===== src/rtl/ps2_mouse_tracker_pkg.sv =====
// Shared definitions for the PS/2 mouse tracker: FSM states and packet header bit positions.
package ps2_mouse_tracker_pkg;

   typedef enum logic [1:0] {ST_B0, ST_B1, ST_B2, ST_B3} state_e;

   localparam int BIT_L    = 0;
   localparam int BIT_R    = 1;
   localparam int BIT_M    = 2;
   localparam int BIT_SYNC = 3;
   localparam int BIT_XSGN = 4;
   localparam int BIT_YSGN = 5;
   localparam int BIT_XOVF = 6;
   localparam int BIT_YOVF = 7;

   // Header byte minus the always-one sync bit, which carries no information once accepted.
   typedef struct packed {
      logic yovf;
      logic xovf;
      logic ysgn;
      logic xsgn;
      logic m;
      logic r;
      logic l;
   } hdr_t;

   function automatic hdr_t hdr_from_byte(input logic [7:0] b);
      hdr_t h;
      h.yovf = b[BIT_YOVF];
      h.xovf = b[BIT_XOVF];
      h.ysgn = b[BIT_YSGN];
      h.xsgn = b[BIT_XSGN];
      h.m    = b[BIT_M];
      h.r    = b[BIT_R];
      h.l    = b[BIT_L];
      return h;
   endfunction

endpackage


===== src/rtl/ps2_mouse_tracker_axis_accum.sv =====
// One cursor axis: scales a 9-bit signed delta, adds or subtracts it, and clamps into [0,MAX].
module ps2_axis_accum #(
   parameter int POS_W = 10,
   parameter int MAX   = 639,
   parameter int INIT  = 320,
   parameter int SHIFT = 0,
   parameter int NEG   = 0
) (
   input  logic             clk_i,
   input  logic             rst_i,
   input  logic             upd_i,
   input  logic             ovf_i,
   input  logic [8:0]       delta_i,
   output logic [POS_W-1:0] pos_o
);

   // Two guard bits above the wider of position and delta so the sum never wraps.
   localparam int SW = ((POS_W > 9) ? POS_W : 9) + 2;
   localparam logic signed [SW-1:0] MAX_S  = SW'(MAX);
   localparam logic [POS_W-1:0]     MAX_P  = POS_W'(MAX);
   localparam logic [POS_W-1:0]     INIT_P = POS_W'(INIT);

   logic [POS_W-1:0]     pos_q, pos_d;
   logic signed [8:0]    d, ds;
   logic signed [SW-1:0] pos_ext, ds_ext, sum;

   always_comb begin
      d       = ovf_i ? 9'sd0 : $signed(delta_i);
      ds      = d >>> SHIFT;
      ds_ext  = {{(SW-9){ds[8]}}, ds};
      pos_ext = $signed({{(SW-POS_W){1'b0}}, pos_q});
      sum     = (NEG != 0) ? (pos_ext - ds_ext) : (pos_ext + ds_ext);
      pos_d   = pos_q;
      if (upd_i) begin
         if (sum[SW-1])
            pos_d = '0;
         else if (sum > MAX_S)
            pos_d = MAX_P;
         else
            pos_d = sum[POS_W-1:0];
      end
   end

   always_ff @(posedge clk_i or posedge rst_i) begin
      if (rst_i) pos_q <= INIT_P;
      else       pos_q <= pos_d;
   end

   assign pos_o = pos_q;

endmodule


===== src/rtl/ps2_mouse_tracker.sv =====
// PS/2 mouse packet framer and cursor tracker: frames 3/4-byte packets with resync and
// inter-byte timeout, then drives clamped position, button levels, clicks and wheel steps.
module ps2_mouse_tracker #(
   parameter int POS_W    = 10,
   parameter int X_MAX    = 639,
   parameter int Y_MAX    = 479,
   parameter int X_INIT   = 320,
   parameter int Y_INIT   = 240,
   parameter int WHEEL_EN = 0,
   parameter int SHIFT    = 0,
   parameter int Y_INVERT = 1,
   parameter int TIMEOUT  = 200000
) (
   input  logic             sys_clk,
   input  logic             reset,
   input  logic [7:0]       rx_byte,
   input  logic             rx_valid,
   input  logic             rx_err,
   output logic [POS_W-1:0] pos_x,
   output logic [POS_W-1:0] pos_y,
   output logic             btn_left,
   output logic             btn_right,
   output logic             btn_middle,
   output logic             left_click,
   output logic             right_click,
   output logic [3:0]       wheel_delta,
   output logic             wheel_step,
   output logic             pkt_valid,
   output logic             sync_err
);
   import ps2_mouse_tracker_pkg::*;

   localparam int TW = $clog2(TIMEOUT + 1);
   localparam logic [TW-1:0] TMO_LAST = TW'(TIMEOUT - 1);

   state_e        state_q, state_d;
   hdr_t          hdr_q, hdr_d;
   logic [7:0]    b1_q, b1_d, b2_q, b2_d;
   logic [TW-1:0] timer_q, timer_d;
   logic          commit, drop;

   logic [2:0]    btn_q;
   logic          lclk_q, rclk_q, wstep_q, pkt_q, serr_q;
   logic [3:0]    wdelta_q;

   logic [7:0]    b2_eff;
   logic [3:0]    z;

   // Framing FSM; rx_err beats rx_valid, and the timer only runs mid-packet while idle.
   always_comb begin
      state_d = state_q;
      hdr_d   = hdr_q;
      b1_d    = b1_q;
      b2_d    = b2_q;
      timer_d = '0;
      commit  = 1'b0;
      drop    = 1'b0;
      if (rx_err) begin
         state_d = ST_B0;
         drop    = 1'b1;
      end else begin
         case (state_q)
            ST_B0: if (rx_valid) begin
               if (rx_byte[BIT_SYNC]) begin
                  hdr_d   = hdr_from_byte(rx_byte);
                  state_d = ST_B1;
               end else begin
                  drop = 1'b1;
               end
            end
            ST_B1: if (rx_valid) begin
               b1_d    = rx_byte;
               state_d = ST_B2;
            end
            ST_B2: if (rx_valid) begin
               b2_d = rx_byte;
               if (WHEEL_EN != 0) begin
                  state_d = ST_B3;
               end else begin
                  state_d = ST_B0;
                  commit  = 1'b1;
               end
            end
            ST_B3: if (rx_valid) begin
               state_d = ST_B0;
               commit  = 1'b1;
            end
            default: state_d = ST_B0;
         endcase
         if (!rx_valid && state_q != ST_B0) begin
            if (timer_q == TMO_LAST) begin
               state_d = ST_B0;
               drop    = 1'b1;
            end else begin
               timer_d = timer_q + 1'b1;
            end
         end
      end
   end

   // The final byte is consumed straight off rx_byte on the commit edge.
   assign b2_eff = (WHEEL_EN != 0) ? b2_q : rx_byte;
   assign z      = (WHEEL_EN != 0) ? rx_byte[3:0] : 4'd0;

   always_ff @(posedge sys_clk or posedge reset) begin
      if (reset) begin
         state_q  <= ST_B0;
         hdr_q    <= '0;
         b1_q     <= '0;
         b2_q     <= '0;
         timer_q  <= '0;
         btn_q    <= '0;
         lclk_q   <= 1'b0;
         rclk_q   <= 1'b0;
         wstep_q  <= 1'b0;
         wdelta_q <= '0;
         pkt_q    <= 1'b0;
         serr_q   <= 1'b0;
      end else begin
         state_q <= state_d;
         hdr_q   <= hdr_d;
         b1_q    <= b1_d;
         b2_q    <= b2_d;
         timer_q <= timer_d;
         pkt_q   <= commit;
         serr_q  <= drop;
         lclk_q  <= commit & hdr_q.l & ~btn_q[0];
         rclk_q  <= commit & hdr_q.r & ~btn_q[1];
         wstep_q <= commit & (z != 4'd0);
         if (commit) begin
            btn_q    <= {hdr_q.m, hdr_q.r, hdr_q.l};
            wdelta_q <= z;
         end
      end
   end

   ps2_axis_accum #(
      .POS_W(POS_W), .MAX(X_MAX), .INIT(X_INIT), .SHIFT(SHIFT), .NEG(0)
   ) u_x (
      .clk_i   (sys_clk),
      .rst_i   (reset),
      .upd_i   (commit),
      .ovf_i   (hdr_q.xovf),
      .delta_i ({hdr_q.xsgn, b1_q}),
      .pos_o   (pos_x)
   );

   ps2_axis_accum #(
      .POS_W(POS_W), .MAX(Y_MAX), .INIT(Y_INIT), .SHIFT(SHIFT), .NEG(Y_INVERT)
   ) u_y (
      .clk_i   (sys_clk),
      .rst_i   (reset),
      .upd_i   (commit),
      .ovf_i   (hdr_q.yovf),
      .delta_i ({hdr_q.ysgn, b2_eff}),
      .pos_o   (pos_y)
   );

   assign btn_left    = btn_q[0];
   assign btn_right   = btn_q[1];
   assign btn_middle  = btn_q[2];
   assign left_click  = lclk_q;
   assign right_click = rclk_q;
   assign wheel_delta = wdelta_q;
   assign wheel_step  = wstep_q;
   assign pkt_valid   = pkt_q;
   assign sync_err    = serr_q;

endmodule

===== config.mk =====
export PLATFORM = sky130hd
export DESIGN_NAME = ps2_mouse_tracker
export DESIGN_NICKNAME = d
export VERILOG_FILES = /design/src/rtl/ps2_mouse_tracker_pkg.sv /design/src/rtl/ps2_mouse_tracker_axis_accum.sv /design/src/rtl/ps2_mouse_tracker.sv
export SDC_FILE = /design/constraint.sdc
export NUM_CORES = 1
export LEC_CHECK = 0
export CAP_MARGIN = 20
export CORE_AREA = 3 3 100 102
export DETAILED_ROUTE_END_ITERATION = 6
export DIE_AREA = 0 0 103 105
export PLACE_DENSITY = 0.66
export SYNTH_ARGS = -nofsm -noshare
export SYNTH_HDL_FRONTEND = slang
export SYNTH_HIERARCHICAL = 1
export SYNTH_SLANG_ARGS = --single-unit
export TNS_END_PERCENT = 30

===== constraint.sdc =====
create_clock -name sys_clk -period 4.7 [get_ports sys_clk]
set_clock_uncertainty 0.15 [all_clocks]
set_input_delay 0.94 -clock sys_clk [delete_from_list [all_inputs] [get_ports sys_clk]]
set_output_delay 0.94 -clock sys_clk [all_outputs]
set_load 0.05 [all_outputs]

==> impl_results.rst, run 1 <==
.. list-table::
   :header-rows: 1

   * - Metric
     - Value
   * - Run status
     - finished, final reports clean
   * - Number of design-rule violations left by the first detailed-router iteration
     - 158
   * - Highest signal layer in the routed design
     - met4
   * - HPWL after detailed placement
     - 6.56 mm
   * - Area fraction of the dominant cell type after synthesis
     - 35.1%
   * - DRC viols
     - 0
   * - Mean cell area of the mapped netlist
     - 10.0 µm²
   * - Average wire per standard cell
     - 15.3 µm
   * - Biggest area consumer among synthesized cells
     - sky130_fd_sc_hd__dfrtp_1
   * - Clock-pin transition on the worst setup and hold timing paths
     - 70 ps
   * - Number of optimization iterations in the first detailed-route pass
     - 4
   * - All-Layer GR Usage
     - 16.9%
   * - Main synth FF type
     - sky130_fd_sc_hd__dfrtp_1
   * - Chip Height
     - 105 µm
   * - Adder-cell area share of the yosys netlist
     - 8.53%
   * - Transition time of the tightest slew-check pin
     - 741 ps
   * - Final Hold Violating Endpoints
     - 0
   * - Slowest stage cell on the critical path
     - sky130_fd_sc_hd__clkdlybuf4s50_1
   * - Power density over the cells
     - 558 nW/µm²
   * - Final weighted congestion in routability-driven placement
     - 0.866
   * - # IOs
     - 44
   * - Width of the die
     - 103 µm
   * - GRT overflow
     - 0
   * - Amount of wire on met2 after detailed routing
     - 4.04 mm
   * - Path class of the lowest-slack min-delay path
     - flip-flop to flip-flop
   * - Slew headroom
     - 50.6%
   * - Number of rows created at floorplan
     - 35
   * - Post-synth ARST share
     - 100%
   * - Total die area
     - 10,800 µm²
   * - Post-synthesis instance area
     - 3990 µm²
   * - Crit share post-route
     - 76.0%
   * - Crit path launch type
     - input port
   * - Total number of nets in the final design
     - 482
   * - Combinational family with the most area after synthesis
     - simple AND/OR/NAND/NOR gates
   * - Pin count of the biggest net entering global routing
     - 43
   * - Detailed-routing wirelength on met1
     - 3.99 mm
   * - Worst Path Required
     - 4750 ps
   * - Largest driver fanout on the critical path
     - 5
   * - Smallest hold slack
     - 308 ps
   * - Clock root buffer
     - sky130_fd_sc_hd__clkbuf_8
   * - Post-Layout Inst Area
     - 4660 µm²
   * - Yosys synthesis warning count
     - 6
   * - Synth Register Bits
     - 62
   * - Share of the yosys chip area belonging to registers
     - 39.1%
   * - Insertion delay of the later-clocked pin in the worst-skew pair
     - 340 ps
   * - Final Max Tran Viols
     - 0
   * - Antenna violations before repair
     - 0
   * - Max Buffers Root-to-Sink
     - 2
   * - Buffers on Ports
     - 38
   * - Share of synthesized cell area in and, or, nand and nor gates
     - 19.9%
   * - Routed wl met3
     - 406 µm
   * - Initial core utilization
     - 43.4%
   * - Minimum period implied by the final worst setup slack
     - 3570 ps
   * - Wire length after detailed routing
     - 8.59 mm
   * - Fraction of synthesized cell area in xor and xnor cells
     - 6.84%
   * - Hold bufs inserted after CTS
     - 0
   * - Max-Cap Viols
     - 0
   * - Setup-violating endpoint count in the final report
     - 0
   * - Synth cell types
     - 76
   * - Clock tree from TritonCTS
     - built
   * - Worst EP arrival
     - 3620 ps
   * - Maximum vdd ir drop
     - 0.223 mV
   * - N_diodes
     - 0
   * - Via count of the first global-routing pass
     - 3,039
   * - First-pass GRT wire length
     - 14.4 mm
   * - Leakage dissipation
     - 2.01 nW
   * - Remaining antenna violation count after routing
     - 0
   * - Post-synth EDFFs
     - 0
   * - Post_cts resized
     - 0
   * - Routed vias/inst
     - 5.43
   * - H-tree level count
     - 3
   * - Top cells by area, synth
     - sky130_fd_sc_hd__dfrtp_1 (35%), sky130_fd_sc_hd__ha_1 (7.5%), sky130_fd_sc_hd__mux2_2 (5.1%)
   * - Total CTS buffers
     - 9
   * - Mux share of post-synthesis cell area
     - 5.33%
   * - CP max stage delay
     - 490 ps
   * - Proportion of layout cells with a drive suffix above 1
     - 15.4%
   * - Dpl cell area
     - 4470 µm²
   * - Synth Area in Compound Gates
     - 15.3%
   * - Layout-stage area growth over the synthesis result
     - 16.9%
   * - Unrepaired setup endpoints after global routing
     - false
   * - Type of element capturing the critical path
     - flip-flop
   * - Total setup buffers inserted after CTS
     - 0
   * - Core Box Area
     - 9200 µm²
   * - Number of standard cells after synthesis
     - 399
   * - Tot Pwr
     - 2.60 mW
   * - Startpoint-to-endpoint class of the critical path
     - input port to flip-flop
   * - Count of clock tree sinks
     - 62
   * - Maximum achievable frequency
     - 280 MHz
   * - Via count
     - 3,038
   * - Setup tns final
     - 0 ps
   * - Crit path cell chain
     - clkdlybuf4s50_1 -> nor2b_1 -> ha_1 -> inv_1 -> fa_1 -> a211oi_1 -> o21ai_1 -> a41o_1 -> o21ai_2 -> nand3_2 -> o22ai_4 -> o221ai_1
[flip-flops by register name, summed over array words and instances, names as in the netlist]
register	count
b1_q	8
btn_q	3
hdr_q	7
left_click	1
pkt_valid	1
right_click	1
state_q	2
sync_err	1
timer_q	18
u_x/pos_o	10
u_y/pos_o	10
[layout make-up]
cell class / count / area [µm²]
clock inverters: 6 / 62.6
clock buffers: 10 / 128
well taps: 111 / 139
fillers: 848 / 4530
flip-flops and latches: 62 / 1560
multi-input cells: 297 / 2250
inverters: 34 / 128
repair buffers: 40 / 395
[synth_stat cells, drive strengths merged (11+ instances only)]
library cell	instances
nand2b	14
inv	34
nand2	18
nand3	11
xnor2	23
nor2	35
nor2b	13
o21ai	14
mux2	18
o22ai	12
a21oi	16
dfrtp	56
nor3	13
ha	24
[metrics by stage]
step           instances  util, %  setup WS, ps
4_1_cts              560     50.7          1120
3_5_place_dp         544     48.6           759
2_1_floorplan        403        -          1580
3_3_place_gp         544     48.6           825
5_1_grt              560     50.7           885
6_report             560     50.7          1130
[path summary, 6_finish.rpt]
kind	start	cells after the start	endpoint	slack (ps)
max	rx_byte[0]	12	u_y/pos_o[3]	1130
min	btn_q[0]	1	left_click	310
max reg2reg	hdr_q[6]	11	u_y/pos_o[3]	1710
min reg2reg	btn_q[0]	1	left_click	310
max in group asynchronous	reset	3	timer_q[2]	3080
min in group asynchronous	reset	2	u_y/pos_o[8]	780
[power breakdown]
part	switching [mW]	leakage, nW	internal (mW)
clock	0.219	0.100	0.244
combinational	0.837	1.14	0.567
sequential	0.0885	0.772	0.646
[worst max-delay path, delay by kind of cell]
| kind | cells | cell delay (ps) |
|---|---|---|
| buffers and inverters | 2 | 540 |
| AOI/OAI and AO/OA | 6 | 1240 |
| and+or+nand+nor | 2 | 310 |
| adders and majority gates | 2 | 600 |
[layout by cell type (no fill, tap or decap), types with 6 or more instances in the layout]
cell type | Yosys | final
sky130_fd_sc_hd__a21oi_1 | 12 | 12
sky130_fd_sc_hd__nand2_1 | 18 | 18
sky130_fd_sc_hd__o22ai_1 | 11 | 11
sky130_fd_sc_hd__xnor2_1 | 22 | 22
sky130_fd_sc_hd__ha_1 | 24 | 24
sky130_fd_sc_hd__inv_1 | 34 | 34
sky130_fd_sc_hd__nor2b_1 | 13 | 13
sky130_fd_sc_hd__o21ai_0 | 8 | 8
sky130_fd_sc_hd__mux2_2 | 18 | 18
sky130_fd_sc_hd__xor2_1 | 6 | 6
sky130_fd_sc_hd__nand2b_1 | 14 | 14
sky130_fd_sc_hd__dfrtp_1 | 56 | 56
sky130_fd_sc_hd__dfstp_2 | 6 | 6
sky130_fd_sc_hd__nor2_1 | 33 | 33
sky130_fd_sc_hd__clkdlybuf4s50_1 | 0 | 38
sky130_fd_sc_hd__clkbuf_8 | 0 | 9
sky130_fd_sc_hd__nand3_1 | 9 | 9
sky130_fd_sc_hd__nor3_1 | 13 | 13
[per-layer routing]
metal  vias up  global-route usage [%]
met5         -                       0
met3        14                    4.54
met2        72                    25.8
met4         0                    6.29
li1       1513                       -
met1      1439                    22.7
[kinds of logic after synthesis]
group | after synthesis
other cells | 1
mux | 19
compound gates | 80
flops | 62
xor+xnor | 29
buf+inv | 44
fa+ha+maj | 26
simple gates | 138
No activity file was read; power rests on OpenSTA's default activity.
==> inputs of run 2 (changes only) <==
--- a/config.mk
+++ b/config.mk
@@ -9,7 +9,7 @@
 export CORE_AREA = 3 3 100 102
 export DETAILED_ROUTE_END_ITERATION = 6
 export DIE_AREA = 0 0 103 105
-export PLACE_DENSITY = 0.66
+export PLACE_DENSITY = 0.69
 export SYNTH_ARGS = -nofsm -noshare
 export SYNTH_HDL_FRONTEND = slang
 export SYNTH_HIERARCHICAL = 1
==> constraint.sdc (replaced) <==
create_clock -name sys_clk -period 3.2 [get_ports sys_clk]
set_clock_uncertainty 0.15 [all_clocks]
set_input_delay 0.64 -clock sys_clk [delete_from_list [all_inputs] [get_ports sys_clk]]
set_output_delay 0.64 -clock sys_clk [all_outputs]
set_load 0.05 [all_outputs]
==> run 2 against run 1 <==
Effect of this change: setup slack worse by 950 ps; count of clock-buffer cells in the layout down 1; clock power up 71%; die area unchanged; first-iteration DRC count down 20%; final area up 4.4%; sequential cell count unchanged; power up 57%; hold slack worse by 5.0 ps; largest power group unchanged.
==> impl_results.rst, run 2 (synthesized netlist as in run 1, its figures left out) <==
.. list-table::
   :header-rows: 1

   * - Metric
     - Value
   * - Run status
     - finished, final reports clean
   * - Transition time of the tightest slew-check pin
     - 751 ps (+9.91 ps)
   * - Chip Height
     - 105 µm (unchanged)
   * - Unrepaired setup endpoints after global routing
     - false
   * - Leakage dissipation
     - 2.12 nW (+5.6%)
   * - Width of the die
     - 103 µm (unchanged)
   * - GRT overflow
     - 0 (unchanged)
   * - Worst EP arrival
     - 3080 ps (-540 ps)
   * - Crit share post-route
     - 94.5%
   * - End point of the worst hold path
     - right_click
   * - Path class of the lowest-slack min-delay path
     - flip-flop to flip-flop
   * - Hold path startpoint
     - btn_q[1]
   * - First-pass GRT wire length
     - 14.8 mm (+2.3%)
   * - Via count of the first global-routing pass
     - 3,109 (+2.3%)
   * - Via count
     - 3,132 (+3.1%)
   * - Setup slack after placement
     - -305 ps (-1060 ps)
   * - Clock root buffer
     - sky130_fd_sc_hd__clkbuf_8
   * - Final Hold Violating Endpoints
     - 0 (unchanged)
   * - Count of clock tree sinks
     - 62 (unchanged)
   * - Core Box Area
     - 9200 µm² (unchanged)
   * - Routed vias/inst
     - 5.40 (-0.46%)
   * - Minimum period implied by the final worst setup slack
     - 3020 ps
   * - Total CTS buffers
     - 9 (unchanged)
   * - Number of design-rule violations left by the first detailed-router iteration
     - 127 (-20%)
   * - Setup-violating endpoint count in the final report
     - 0 (unchanged)
   * - Initial core utilization
     - 43.4% (unchanged)
   * - Global-route track usage on met2
     - 26.5% (+0.69 points)
   * - Type of element capturing the critical path
     - flip-flop
   * - Largest register FFs
     - 18 (unchanged)
   * - Max Buffers Root-to-Sink
     - 2 (unchanged)
   * - Smallest hold slack
     - 303 ps (-5.00 ps)
   * - Placed insts
     - 564 (+3.7%)
   * - Register name with the most flops
     - timer_q
   * - Number of filler instances in the final layout
     - 831 (-2.0%)
   * - Power density over the cells
     - 841 nW/µm² (+51%)
   * - Reg-to-Reg End
     - u_x/pos_o[5]
   * - Post_cts resized
     - 0 (unchanged)
   * - Cell depth of the worst hold path
     - 1 (unchanged)
   * - GRT met1 Usage
     - 23.9% (+1.2 points)
   * - DRC viols
     - 0 (unchanged)
   * - Remaining antenna violation count after routing
     - 0 (unchanged)
   * - Flop2flop setup slack
     - 220 ps (-1490 ps)
   * - Final setup slack of the worst path
     - 176 ps (-951 ps)
   * - Insertion delay of the later-clocked pin in the worst-skew pair
     - 340 ps (about the same)
   * - Total die area
     - 10,800 µm² (unchanged)
   * - Post-Layout Inst Area
     - 4870 µm² (+4.4%)
   * - Layout-stage area growth over the synthesis result
     - 22.0%
   * - Buffers on Ports
     - 38 (unchanged)
   * - Wire length after detailed routing
     - 8.86 mm (+3.1%)
   * - # IOs
     - 44 (unchanged)
   * - Total number of nets in the final design
     - 502 (+4.1%)
   * - HPWL after detailed placement
     - 6.87 mm (+4.7%)
   * - Most used cells in the layout excluding fill and tap cells
     - sky130_fd_sc_hd__dfrtp_1 (56), sky130_fd_sc_hd__clkdlybuf4s50_1 (38), sky130_fd_sc_hd__inv_1 (34)
   * - Int Pwr
     - 2.35 mW (+62%)
   * - Proportion of layout cells with a drive suffix above 1
     - 19.8% (+4.5 points)
   * - Worst reg2reg path startpoint
     - hdr_q[5]
   * - Most common library cell in the layout ignoring fill and taps
     - sky130_fd_sc_hd__dfrtp_1
   * - Startpoint-to-endpoint class of the critical path
     - input port to flip-flop
   * - Slew headroom
     - 49.9% (-0.66 points)
   * - Number of optimization iterations in the first detailed-route pass
     - 5 (+1)
   * - Count of non-filler cells in the finished layout
     - 580 (+3.6%)
   * - Global routing met3 resource utilization
     - 2.60% (-1.9 points)
   * - Final Max Tran Viols
     - 0 (unchanged)
   * - Psw
     - 1.74 mW (+52%)
   * - Average wire per standard cell
     - 15.3 µm (-0.46%)
   * - Most utilized layer in the global route result
     - met2
   * - Total setup buffers inserted after CTS
     - 0 (unchanged)
   * - Final weighted congestion in routability-driven placement
     - 0.870 (+0.51%)
   * - N_diodes
     - 0 (unchanged)
   * - Combinational fraction of design power
     - 54.2% (+0.2 points)
   * - Clock share of power
     - 19.4% (+1.6 points)
   * - Largest driver fanout on the critical path
     - 5 (unchanged)
   * - Hold bufs inserted after CTS
     - 0 (unchanged)
   * - Proportion of power drawn by flip-flops and latches
     - 26.4% (-1.8 points)
   * - Crit path launch type
     - input port
   * - Number of rows created at floorplan
     - 35 (unchanged)
   * - Maximum achievable frequency
     - 331 MHz
   * - Pin count of the biggest net entering global routing
     - 42 (-2.3%)
   * - Maximum vdd ir drop
     - 0.338 mV (+52%)
   * - Switching power share of the total
     - 42.5% (-1.5 points)
   * - Clock-pin transition on the worst setup and hold timing paths
     - 70 ps (about the same)
   * - Dpl cell area
     - 4620 µm² (+3.4%)
   * - Logic depth of the worst register-to-register path
     - 11 (unchanged)
   * - Clock tree from TritonCTS
     - built
   * - Max-Cap Viols
     - 0 (unchanged)
   * - Antenna violations before repair
     - 0 (unchanged)
   * - Worst Path Required
     - 3250 ps (-1500 ps)
   * - H-tree level count
     - 3 (unchanged)
   * - All-Layer GR Usage
     - 17.1% (+0.19 points)
## run 2: how the worst max path moves through the flow
stage,from,to,slack [ps],depth (start not counted)
after floorplan,rx_byte[0],u_y/pos_o[0],380,11
after global placement,rx_byte[0],u_y/pos_o[0],-280,12
after detailed placement,rx_byte[0],u_y/pos_o[3],-300,12
after CTS,rx_byte[0],u_y/pos_o[3],40,12
after global routing,hdr_q[5],u_x/pos_o[1],0.3,11
final,rx_byte[4],u_y/pos_o[2],180,10
## run 2: worst max-delay path, cell delays in order
cell and delay [ps]:
sky130_fd_sc_hd__clkdlybuf4s50_1 530, sky130_fd_sc_hd__nand2b_1 110, sky130_fd_sc_hd__ha_1 300, sky130_fd_sc_hd__and3_4 180, sky130_fd_sc_hd__a211oi_2 290, sky130_fd_sc_hd__nand4_1 190
sky130_fd_sc_hd__a31oi_1 260, sky130_fd_sc_hd__nor2_1 180, sky130_fd_sc_hd__o22ai_4 250, sky130_fd_sc_hd__o221ai_1 150
## run 2: power by group through the flow
stage	combinational [mW]	clock, mW	sequential [mW]
after global routing	2.40	0.849	1.10
after floorplan	1.25	0	1.40
after detailed placement	2.19	0	1.10
final	2.22	0.794	1.08
after global placement	2.17	0	1.09
after CTS	2.21	0.814	1.08
## run 2: area by class of cell
class / count / area, µm² / area share, %
tap: 111 / 139 / 2.85
sequential: 62 / 1560 / 32.0
inverter: 34 / 128 / 2.62
clock inverter: 7 / 106 / 2.19
timing repair buffer: 60 / 546 / 11.2
clock buffer: 9 / 124 / 2.54
multi-input combinational: 297 / 2270 / 46.6
## run 2: per-stage QoR
step	util, %	TNS, ps	power (mW)
2_1_floorplan	-	0	2.65
3_3_place_gp	50.3	-2180	3.26
3_5_place_dp	50.3	-2450	3.29
4_1_cts	52.8	0	4.10
5_1_grt	52.9	0	4.35
6_report	52.9	0	4.09
## run 2: metal layers
metal | up-vias | routed length, µm
li1 | 1540 | -
met1 | 1517 | 4240
met2 | 61 | 4200
met3 | 14 | 259
met4 | 0 | 165
met5 | - | 0
